### config.mk
export PLATFORM = sky130hd
export DESIGN_NAME = mux4_scan_ctrl
export DESIGN_NICKNAME = d
export VERILOG_FILES = /design/src/rtl/mux4_scan_ctrl.sv
export SDC_FILE = /design/constraint.sdc
export NUM_CORES = 1
export LEC_CHECK = 0
export ABC_AREA = 1
export ABC_CLOCK_PERIOD_IN_PS = 3800
export CORE_MARGIN = 5
export CORE_UTILIZATION = 42
export CTS_CLUSTER_DIAMETER = 80
export DETAILED_ROUTE_END_ITERATION = 12
export DONT_BUFFER_PORTS = 1
export PLACE_DENSITY = 0.62
export SLEW_MARGIN = 0
export SYNTH_ARGS = -nofsm -noshare
export SYNTH_HDL_FRONTEND = slang
export SYNTH_SLANG_ARGS = --single-unit
### constraint.sdc
create_clock -name clk -period 3.8 [get_ports clk]
set_clock_uncertainty 0.1 [all_clocks]
set_input_delay 0.76 -clock clk [delete_from_list [all_inputs] [get_ports clk]]
set_output_delay 0.76 -clock clk [all_outputs]
set_load 0.01 [all_outputs]
### src/rtl/mux4_scan_ctrl.sv
// Scan sequencer around a 4:1 mux: steps select 0..3, samples y per channel, presents a 4-bit word.
// Optional MUX_SCAN_CONT_EN: after each handshake a new scan starts immediately, without start.
module mux4_scan_ctrl #(
   parameter int SETTLE = 1
) (
   input  logic       clk,
   input  logic       rst,
   input  logic       start,
   input  logic       y,
   output logic [1:0] s,
   output logic       busy,
   output logic [3:0] data,
   output logic       valid,
   input  logic       ready,
   output logic [1:0] dbg_state_o
);

   // Handshake: data/valid are held stable while valid=1; the word transfers on the edge where valid and ready are both high.
   typedef enum logic [1:0] {
      IDLE = 2'd0,
      SEL  = 2'd1,
      HOLD = 2'd2
   } state_t;

   localparam logic [3:0] SETTLE_C = SETTLE[3:0];

   state_t     state_q, state_d;
   logic [1:0] s_q, s_d;
   logic [3:0] cnt_q, cnt_d;
   logic [3:0] data_q, data_d;

   always_ff @(posedge clk) begin
      if (rst) begin
         state_q <= IDLE;
         s_q     <= 2'd0;
         cnt_q   <= 4'd0;
         data_q  <= 4'd0;
      end else begin
         state_q <= state_d;
         s_q     <= s_d;
         cnt_q   <= cnt_d;
         data_q  <= data_d;
      end
   end

   always_comb begin
      state_d = state_q;
      s_d     = s_q;
      cnt_d   = cnt_q;
      data_d  = data_q;
      case (state_q)
         IDLE: begin
            if (start) begin
               state_d = SEL;
               s_d     = 2'd0;
               cnt_d   = 4'd0;
               data_d  = 4'd0;
            end
         end
         SEL: begin
            // Each channel is held SETTLE extra cycles; the capture happens on its last cycle.
            if (cnt_q != SETTLE_C) begin
               cnt_d = cnt_q + 4'd1;
            end else begin
               data_d[s_q] = y;
               cnt_d       = 4'd0;
               if (s_q == 2'd3) begin
                  state_d = HOLD;
               end else begin
                  s_d = s_q + 2'd1;
               end
            end
         end
         HOLD: begin
            if (ready) begin
`ifdef MUX_SCAN_CONT_EN
               state_d = SEL;
               data_d  = 4'd0;
`else
               state_d = IDLE;
`endif
               s_d   = 2'd0;
               cnt_d = 4'd0;
            end
         end
         default: begin
            state_d = IDLE;
         end
      endcase
   end

   assign s           = s_q;
   assign data        = data_q;
   assign busy        = (state_q != IDLE);
   assign valid       = (state_q == HOLD);
   assign dbg_state_o = state_q;

endmodule

==> flow_metrics.tcl, run 1 <==
set metrics [dict create \
    hold_violations 0 \
    wirelength_um 1466 \
    path_clk_slew_ps 80 \
    grt_pass1_wl_um 2477 \
    ioPinCount 15 \
    synth_mux_area_share_pct 0 \
    initial_core_util_pct 45.59 \
    ant_nets 0 \
    grt_overflow 0 \
    ir_drop_mv 0.1891 \
    drive_above_1_share_pct 11.11 \
    min_period_ps 1968 \
    place_ws_ps 2125 \
    diodes 0 \
    cts_hold_buf 0 \
    maxSlewHeadroom_pct 80.51 \
    synth_area_leader_cell "dfxtp_1" \
    cts_tree "done" \
    post-dp-hpwl_um 1140 \
    netlist_instances 104 \
    post-route-drc-count 0 \
    rows 14 \
    status "finished clean" \
    max_stage_delay_ps 490 \
    slowest_stage "dfxtp_1" \
    syn-num-nets 115 \
    die_height_um 51.14 \
    yosys.area_share.simple_pct 36.09 \
    ys_seq_elements 12 \
    route.met2.wl_um 609 \
    die_area_mm2 0.002615 \
    synth-xor-area-share_pct 0 \
    crit_buf_inv 1 \
    cts_sinks 12 \
    synthToLayoutAreaGrowth_pct 7.923 \
    grt_max_degree 10 \
    yosysMostFrequentCell "nand2_1" \
    numCtsBuffers 3 \
    worst_ep_required_time_ps 2940 \
    multi_input_area_um2 406.6 \
    tns_ps 0 \
    place_congestion 0.7494 \
    setup_ws_ps 1832 \
    clkLatencyLatePin_ps 280 \
    synth_enable_flop_cells 0 \
    syn_avg_cell_area_um2 6.833 \
    yosysWarnings 0 \
    worstMarginPinSlew_ps 292.0 \
    core_mm2 0.001559 \
    wl_met3_um 151 \
    grt_pass1_vias 567 \
    firstDrtPassIters 5 \
    nets 120 \
    track_usage_pct 12.39 \
    routedWlPerCell_um 11.82 \
    max_cap_violations 0 \
    drt_iter0_drc 6 \
    routed_via_density 5.113 \
    clock_path_buffers 2 \
    syn_area_um2 710.7 \
    hold_path_class "flip-flop to flip-flop" \
    synth-main-ff-cell "dfxtp_1" \
    synth.distinct_cells 19 \
    synth_fa_ha_area_share_pct 10.56 \
    rsz0062_at_grt "false" \
    cp-start-kind "flip-flop" \
    period_share_pct 51.78 \
    crit_family "flip-flops" \
    synth.top_cell.area_share_pct 33.80 \
    num_vias 634 \
    cp_cell_sequence "inv_1 -> nor2_1" \
    synth_top_family_by_area "simple AND/OR/NAND/NOR gates" \
    cts_root_buf "clkbuf_4" \
    synth_compound_area_share_pct 10.56 \
    cts_resized 0 \
    postCtsSetupRepairBufs 0 \
    p_per_area_mw_per_mm2 407.8 \
    met1Wirelength_um 691 \
    fmax_ghz 0.5083 \
    setup_viol 0 \
    synth_commonest_cells "nand2_1, inv_1, dfxtp_1" \
    async_reset_ff_share_pct 0 \
    n_fill_cell 165 \
    seq_area_um2 240.2 \
    die_w_um 51.14 \
    netlist_top_cells_area "dfxtp_1, nand2_1, ha_1" \
    worstPathArrival_ps 1110 \
    seq_area_frac_synth_pct 33.80 \
    antenna_found_initial 0 \
    io_buffers 0 \
    cp-end-kind "output port" \
    leakage_nw 0.3544 \
    critPathMaxFanout 5 \
    drv_slew 0 \
    top_layer "met4" \
    critPathKind "flip-flop to output port" \
    h-tree-depth 1 \
]
-- report_power, final --
group / total, W / switching [W] / internal (W)
sequential: 0.000146 / 0.0000125 / 0.000134
clock: 0.000104 / 0.0000460 / 0.0000582
combinational: 0.0000623 / 0.0000398 / 0.0000225
-- sequential cells by signal (all words and copies together), names as in the netlist --
name         flops
data             4
cnt_q            4
s                2
dbg_state_o      2
-- worst paths after layout --
path                    to  depth (start not counted)  slack [ps]      startpoint
setup / recovery     valid                          2        1830  dbg_state_o[1]
hold / removal    cnt_q[3]                          2         410        cnt_q[3]
setup reg to reg  cnt_q[1]                          6        2410        cnt_q[1]
hold reg to reg   cnt_q[3]                          2         410        cnt_q[3]
-- worst register-to-register path: stages (launching register included) --
cell and delay [ps]:
dfxtp_1 400, inv_1 80, ha_1 200, nand2_1 140, nand2_2 90, or2_1 220, a21oi_1 110
-- layout by cell type (no fill, tap or decap), drive strengths merged, types with 3 or more instances in the layout --
cell type and instances:
nand3 5, o21ai 3, or2 3, clkbuf 4
inv 17, nand2 32, a21oi 9, dfxtp 12
ha 6, nor2 12
-- per-stage QoR --
step | cells | power, W | hold slack, ps | utilization [%] | instance area (µm²)
floorplan | 104 | 0.0001985 | 367.5 | - | 710.7
global placement | 120 | 0.0002110 | 389.4 | 46.87 | 730.7
detailed placement | 120 | 0.0002121 | 398.6 | 46.87 | 730.7
CTS | 124 | 0.0003165 | 411.0 | 49.20 | 767.0
global route | 124 | 0.0003348 | 424.6 | 49.20 | 767.0
finish | 124 | 0.0003128 | 408.1 | 49.20 | 767.0
-- logic make-up after synthesis --
group,count (synthesis)
adder cells (fa/ha/maj),6
buffers and inverters,17
AO/OA/AOI/OAI,14
AND/OR/NAND/NOR,55
flip-flops,12
-- metal layers --
layer  global-route usage, %  up-vias
met5                       0        -
met4                   4.036        0
met3                   4.942        2
met2                   18.24       21
met1                   16.46      281
li1                        -      330
-- final cells by class --
type / instances / area share, %
Multi-Input combinational cell: 75 / 53.02
Tap cell: 16 / 2.610
Clock buffer: 4 / 4.731
Inverter: 17 / 8.320
Sequential cell: 12 / 31.32
No activity file was read; power rests on OpenSTA's default activity.
==> run 2: changes to the inputs <==
--- a/config.mk
+++ b/config.mk
@@ -6,7 +6,7 @@
 export NUM_CORES = 1
 export LEC_CHECK = 0
 export ABC_AREA = 1
-export ABC_CLOCK_PERIOD_IN_PS = 3800
+export ABC_CLOCK_PERIOD_IN_PS = 1900
 export CORE_MARGIN = 5
 export CORE_UTILIZATION = 42
 export CTS_CLUSTER_DIAMETER = 80
==> constraint.sdc (replaced) <==
create_clock -name clk -period 1.9 [get_ports clk]
set_clock_uncertainty 0.1 [all_clocks]
set_input_delay 0.38 -clock clk [delete_from_list [all_inputs] [get_ports clk]]
set_output_delay 0.38 -clock clk [all_outputs]
set_load 0.01 [all_outputs]
==> flow_metrics.tcl, run 2 (synthesis gave the netlist of run 1 again) <==
set metrics [dict create \
    num_vias 616 \
    ant_nets 0 \
    n_fill_cell 151 \
    wirelength_um 1464 \
    worstPathArrival_ps 1100 \
    ioPinCount 15 \
    cts_resized 0 \
    period_share_pct 83.07 \
    p_per_area_mw_per_mm2 815.2 \
    firstDrtPassIters 4 \
    slowest_stage "dfxtp_1" \
    min_period_ps 1578 \
    postCtsSetupRepairBufs 0 \
    numCtsBuffers 3 \
    critPathKind "flip-flop to output port" \
    hold_violations 0 \
    cp-start-kind "flip-flop" \
    cp-end-kind "output port" \
    grt_pass1_wl_um 2559 \
    grt_pass1_vias 606 \
    core_mm2 0.001559 \
    die_area_mm2 0.002615 \
    initial_core_util_pct 45.59 \
    critPathMaxFanout 5 \
    final_cell_mix "nand2_1, inv_1, dfxtp_1" \
    clkLatencyLatePin_ps 270 \
    clock_path_buffers 2 \
    post-dp-hpwl_um 1116 \
    hold_path_class "input port to flip-flop" \
    routedWlPerCell_um 11.81 \
    cts_sinks 12 \
    cts_hold_buf 0 \
    cts_tree "done" \
    track_usage_pct 12.85 \
    diodes 0 \
    max_cap_violations 0 \
    final_common_cell "nand2_1" \
    fmax_ghz 0.6336 \
    place_congestion 0.7961 \
    leakage_nw 0.3544 \
    routed_via_density 4.968 \
    cp_cell_sequence "inv_1 -> nor2_1" \
    rsz0062_at_grt "false" \
    nets 120 \
    worst_ep_required_time_ps 1420 \
    worstMarginPinSlew_ps 296.8 \
    cts_root_buf "clkbuf_4" \
    grt_max_degree 10 \
    ir_drop_mv 0.4902 \
    path_clk_slew_ps 80 \
    drv_slew 0 \
    final_core_util_pct 49.20 \
    place_ws_ps 534.1 \
    h-tree-depth 1 \
    post-route-drc-count 0 \
    status "finished clean" \
    grt_overflow 0 \
    maxSlewHeadroom_pct 80.19 \
    drt_iter0_drc 11 \
    max_stage_delay_ps 500 \
    setup_viol 0 \
    hold_slack_ps 62.68 \
    antenna_found_initial 0 \
    drive_above_1_share_pct 11.11 \
    postLayoutCellArea_um2 767.0 \
    die_height_um 51.14 \
    rows 14 \
    synthToLayoutAreaGrowth_pct 7.923 \
    tns_ps 0 \
    setup_ws_ps 321.7 \
    die_w_um 51.14 \
    io_buffers 0 \
    placed_area_um2 730.7 \
]
==> run 2: cell counts in the layout (fill, tap and decap cells not counted) <==
No cell type changed its count.
==> run 2: worst max-delay path: cells and delay by family, from the launching register on <==
family                 cells  cell delay [ps]
AND/OR/NAND/NOR            1              230
buffers and inverters      1              100
flip-flops                 1              500
==> run 2: layout make-up <==
type / instances / area (µm²) / share of cell area [%]
clock buffers: 4 / 36.28 / 4.731
multi-input cells: 75 / 406.6 / 53.02
flip-flops and latches: 12 / 240.2 / 31.32
well taps: 16 / 20.02 / 2.610
inverters: 17 / 63.81 / 8.320
==> run 2: layer usage <==
metal	global-route usage [%]	share of wire (%)	vias to the layer above
met1	16.52	47	266
met4	6.726	0	0
li1	-	-	334
met2	18.67	44	16
met5	0	0	-
met3	4.651	9.2	0
==> run 2: report_power, final <==
group,internal [W],switching [W]
clock network,0.000116,0.0000904
registers,0.000267,0.0000246
logic,0.0000456,0.0000808
==> run 2: per-stage QoR <==
step           total power [W]  instances
2_1_floorplan        0.0003969        104
3_3_place_gp         0.0004223        120
3_5_place_dp         0.0004240        120
4_1_cts              0.0006370        124
5_1_grt              0.0006742        124
6_report             0.0006253        124
==> run 2: final timing paths <==
check | start | to | slack (ps) | cells after the start
worst max-delay path | dbg_state_o[1] | valid | 320 | 2
worst min-delay path | rst | dbg_state_o[1] | 60 | 1
worst max register to register | dbg_state_o[0] | s[0] | 510 | 7
worst min register to register | cnt_q[3] | cnt_q[3] | 400 | 2
==> run 3: changes to the inputs <==
--- a/config.mk
+++ b/config.mk
@@ -6,7 +6,7 @@
 export NUM_CORES = 1
 export LEC_CHECK = 0
 export ABC_AREA = 1
-export ABC_CLOCK_PERIOD_IN_PS = 1900
+export ABC_CLOCK_PERIOD_IN_PS = 1600
 export CORE_MARGIN = 5
 export CORE_UTILIZATION = 42
 export CTS_CLUSTER_DIAMETER = 80
==> constraint.sdc (replaced) <==
create_clock -name clk -period 1.6 [get_ports clk]
set_clock_uncertainty 0.1 [all_clocks]
set_input_delay 0.32 -clock clk [delete_from_list [all_inputs] [get_ports clk]]
set_output_delay 0.32 -clock clk [all_outputs]
set_load 0.01 [all_outputs]
==> flow_metrics.tcl, run 3 (synthesis gave the netlist of run 1 again) <==
set metrics [dict create \
    status "finished clean" \
    ir_drop_mv 0.5814 \
    p_per_area_mw_per_mm2 956.3 \
    routed_via_density 4.992 \
    post-dp-hpwl_um 1132 \
    max_stage_delay_ps 420 \
    path_clk_slew_ps 80 \
    final_common_cell "nand2_1" \
    post-route-drc-count 0 \
    die_w_um 51.14 \
    critPathMaxFanout 5 \
    core_mm2 0.001559 \
    ant_nets 0 \
    hold_path_class "input port to flip-flop" \
    period_share_pct 88.10 \
    grt_pass1_wl_um 2566 \
    leakage_nw 0.3591 \
    slowest_stage "dfxtp_2" \
    ioPinCount 15 \
    fmax_ghz 0.7094 \
    drv_slew 0 \
    worstPathArrival_ps 990 \
    h-tree-depth 1 \
    routedWlPerCell_um 11.72 \
    rows 14 \
    worst_ep_required_time_ps 1180 \
    n_fill_cell 158 \
    cp_cell_sequence "inv_1 -> nor2_1" \
    place_congestion 0.7956 \
    postCtsSetupRepairBufs 0 \
    max_cap_violations 0 \
    grt_overflow 0 \
    diodes 0 \
    drt_iter0_drc 6 \
    num_vias 624 \
    nets 121 \
    cts_tree "done" \
    initial_core_util_pct 45.59 \
    antenna_found_initial 0 \
    worstMarginPinSlew_ps 263.2 \
    cp-end-kind "output port" \
    drive_above_1_share_pct 11.93 \
    maxSlewHeadroom_pct 82.39 \
    numCtsBuffers 3 \
    synthToLayoutAreaGrowth_pct 9.507 \
    firstDrtPassIters 4 \
    setup_viol 0 \
    rsz0062_at_grt "false" \
    seq_area_um2 241.5 \
    cts_sinks 12 \
    clock_path_buffers 2 \
    grt_max_degree 10 \
    cp-start-kind "flip-flop" \
    tns_ps 0 \
    multi_input_area_um2 406.6 \
    hold_violations 0 \
    p_total_w 0.0007442 \
    cts_root_buf "clkbuf_4" \
    die_area_mm2 0.002615 \
    wirelength_um 1465 \
    io_buffers 0 \
    clkLatencyLatePin_ps 270 \
    track_usage_pct 12.79 \
    grt_pass1_vias 574 \
    die_height_um 51.14 \
    critPathKind "flip-flop to output port" \
    final_cell_mix "nand2_1, inv_1, dfxtp_1" \
    min_period_ps 1410 \
    final_core_util_pct 49.92 \
]
-- run 3: metrics by stage --
stage               hold WS (ps)  worst slack [ps]  cell area [µm²]  instances
floorplan                  289.1             370.5            710.7        104
global placement           291.4             251.3            730.7        120
detailed placement         293.0             207.9            730.7        120
CTS                        3.339             67.56            777.0        125
global route               1.480             52.21            778.2        125
finish                     8.676             190.4            778.2        125
-- run 3: path summary, 6_finish.rpt --
check	start	end	slack (ps)	depth (start not counted)
worst min-delay path	rst	data[3]	9	1
worst max-delay path	dbg_state_o[1]	valid	190	2
worst max register to register	dbg_state_o[0]	data[3]	200	6
worst min register to register	cnt_q[1]	cnt_q[1]	410	2
-- run 3: final cells by class --
cell class | instances | share of cell area, %
clock buffer | 4 | 4.662
sequential | 12 | 31.03
multi-input combinational | 75 | 52.25
timing repair buffer | 1 | 1.286
tap | 16 | 2.572
inverter | 17 | 8.199
-- run 3: power by group --
part,internal [W],leakage [nW],switching [W]
clock network,0.000138,0.0210,0.000107
registers,0.000318,0.0983,0.0000294
logic,0.0000555,0.240,0.0000965
-- run 3: worst max-delay path: cells and delay by family (launching register included) --
| kind | cells | cell delay (ps) |
|---|---|---|
| buf+inv | 1 | 80 |
| flops | 1 | 420 |
| simple gates | 1 | 220 |
-- run 3: routing by layer --
layer | routed length (µm) | global-route usage (%)
met5 | 0 | 0
met4 | 17 | 4.036
met3 | 125 | 4.360
met2 | 612 | 17.81
met1 | 710 | 18.28
-- run 3: repair_timing --
action,CTS,global route
endpoints found under the hold margin,5,0
endpoints found under the setup margin,0,1
resized for setup,0,1
hold buffers,1,0
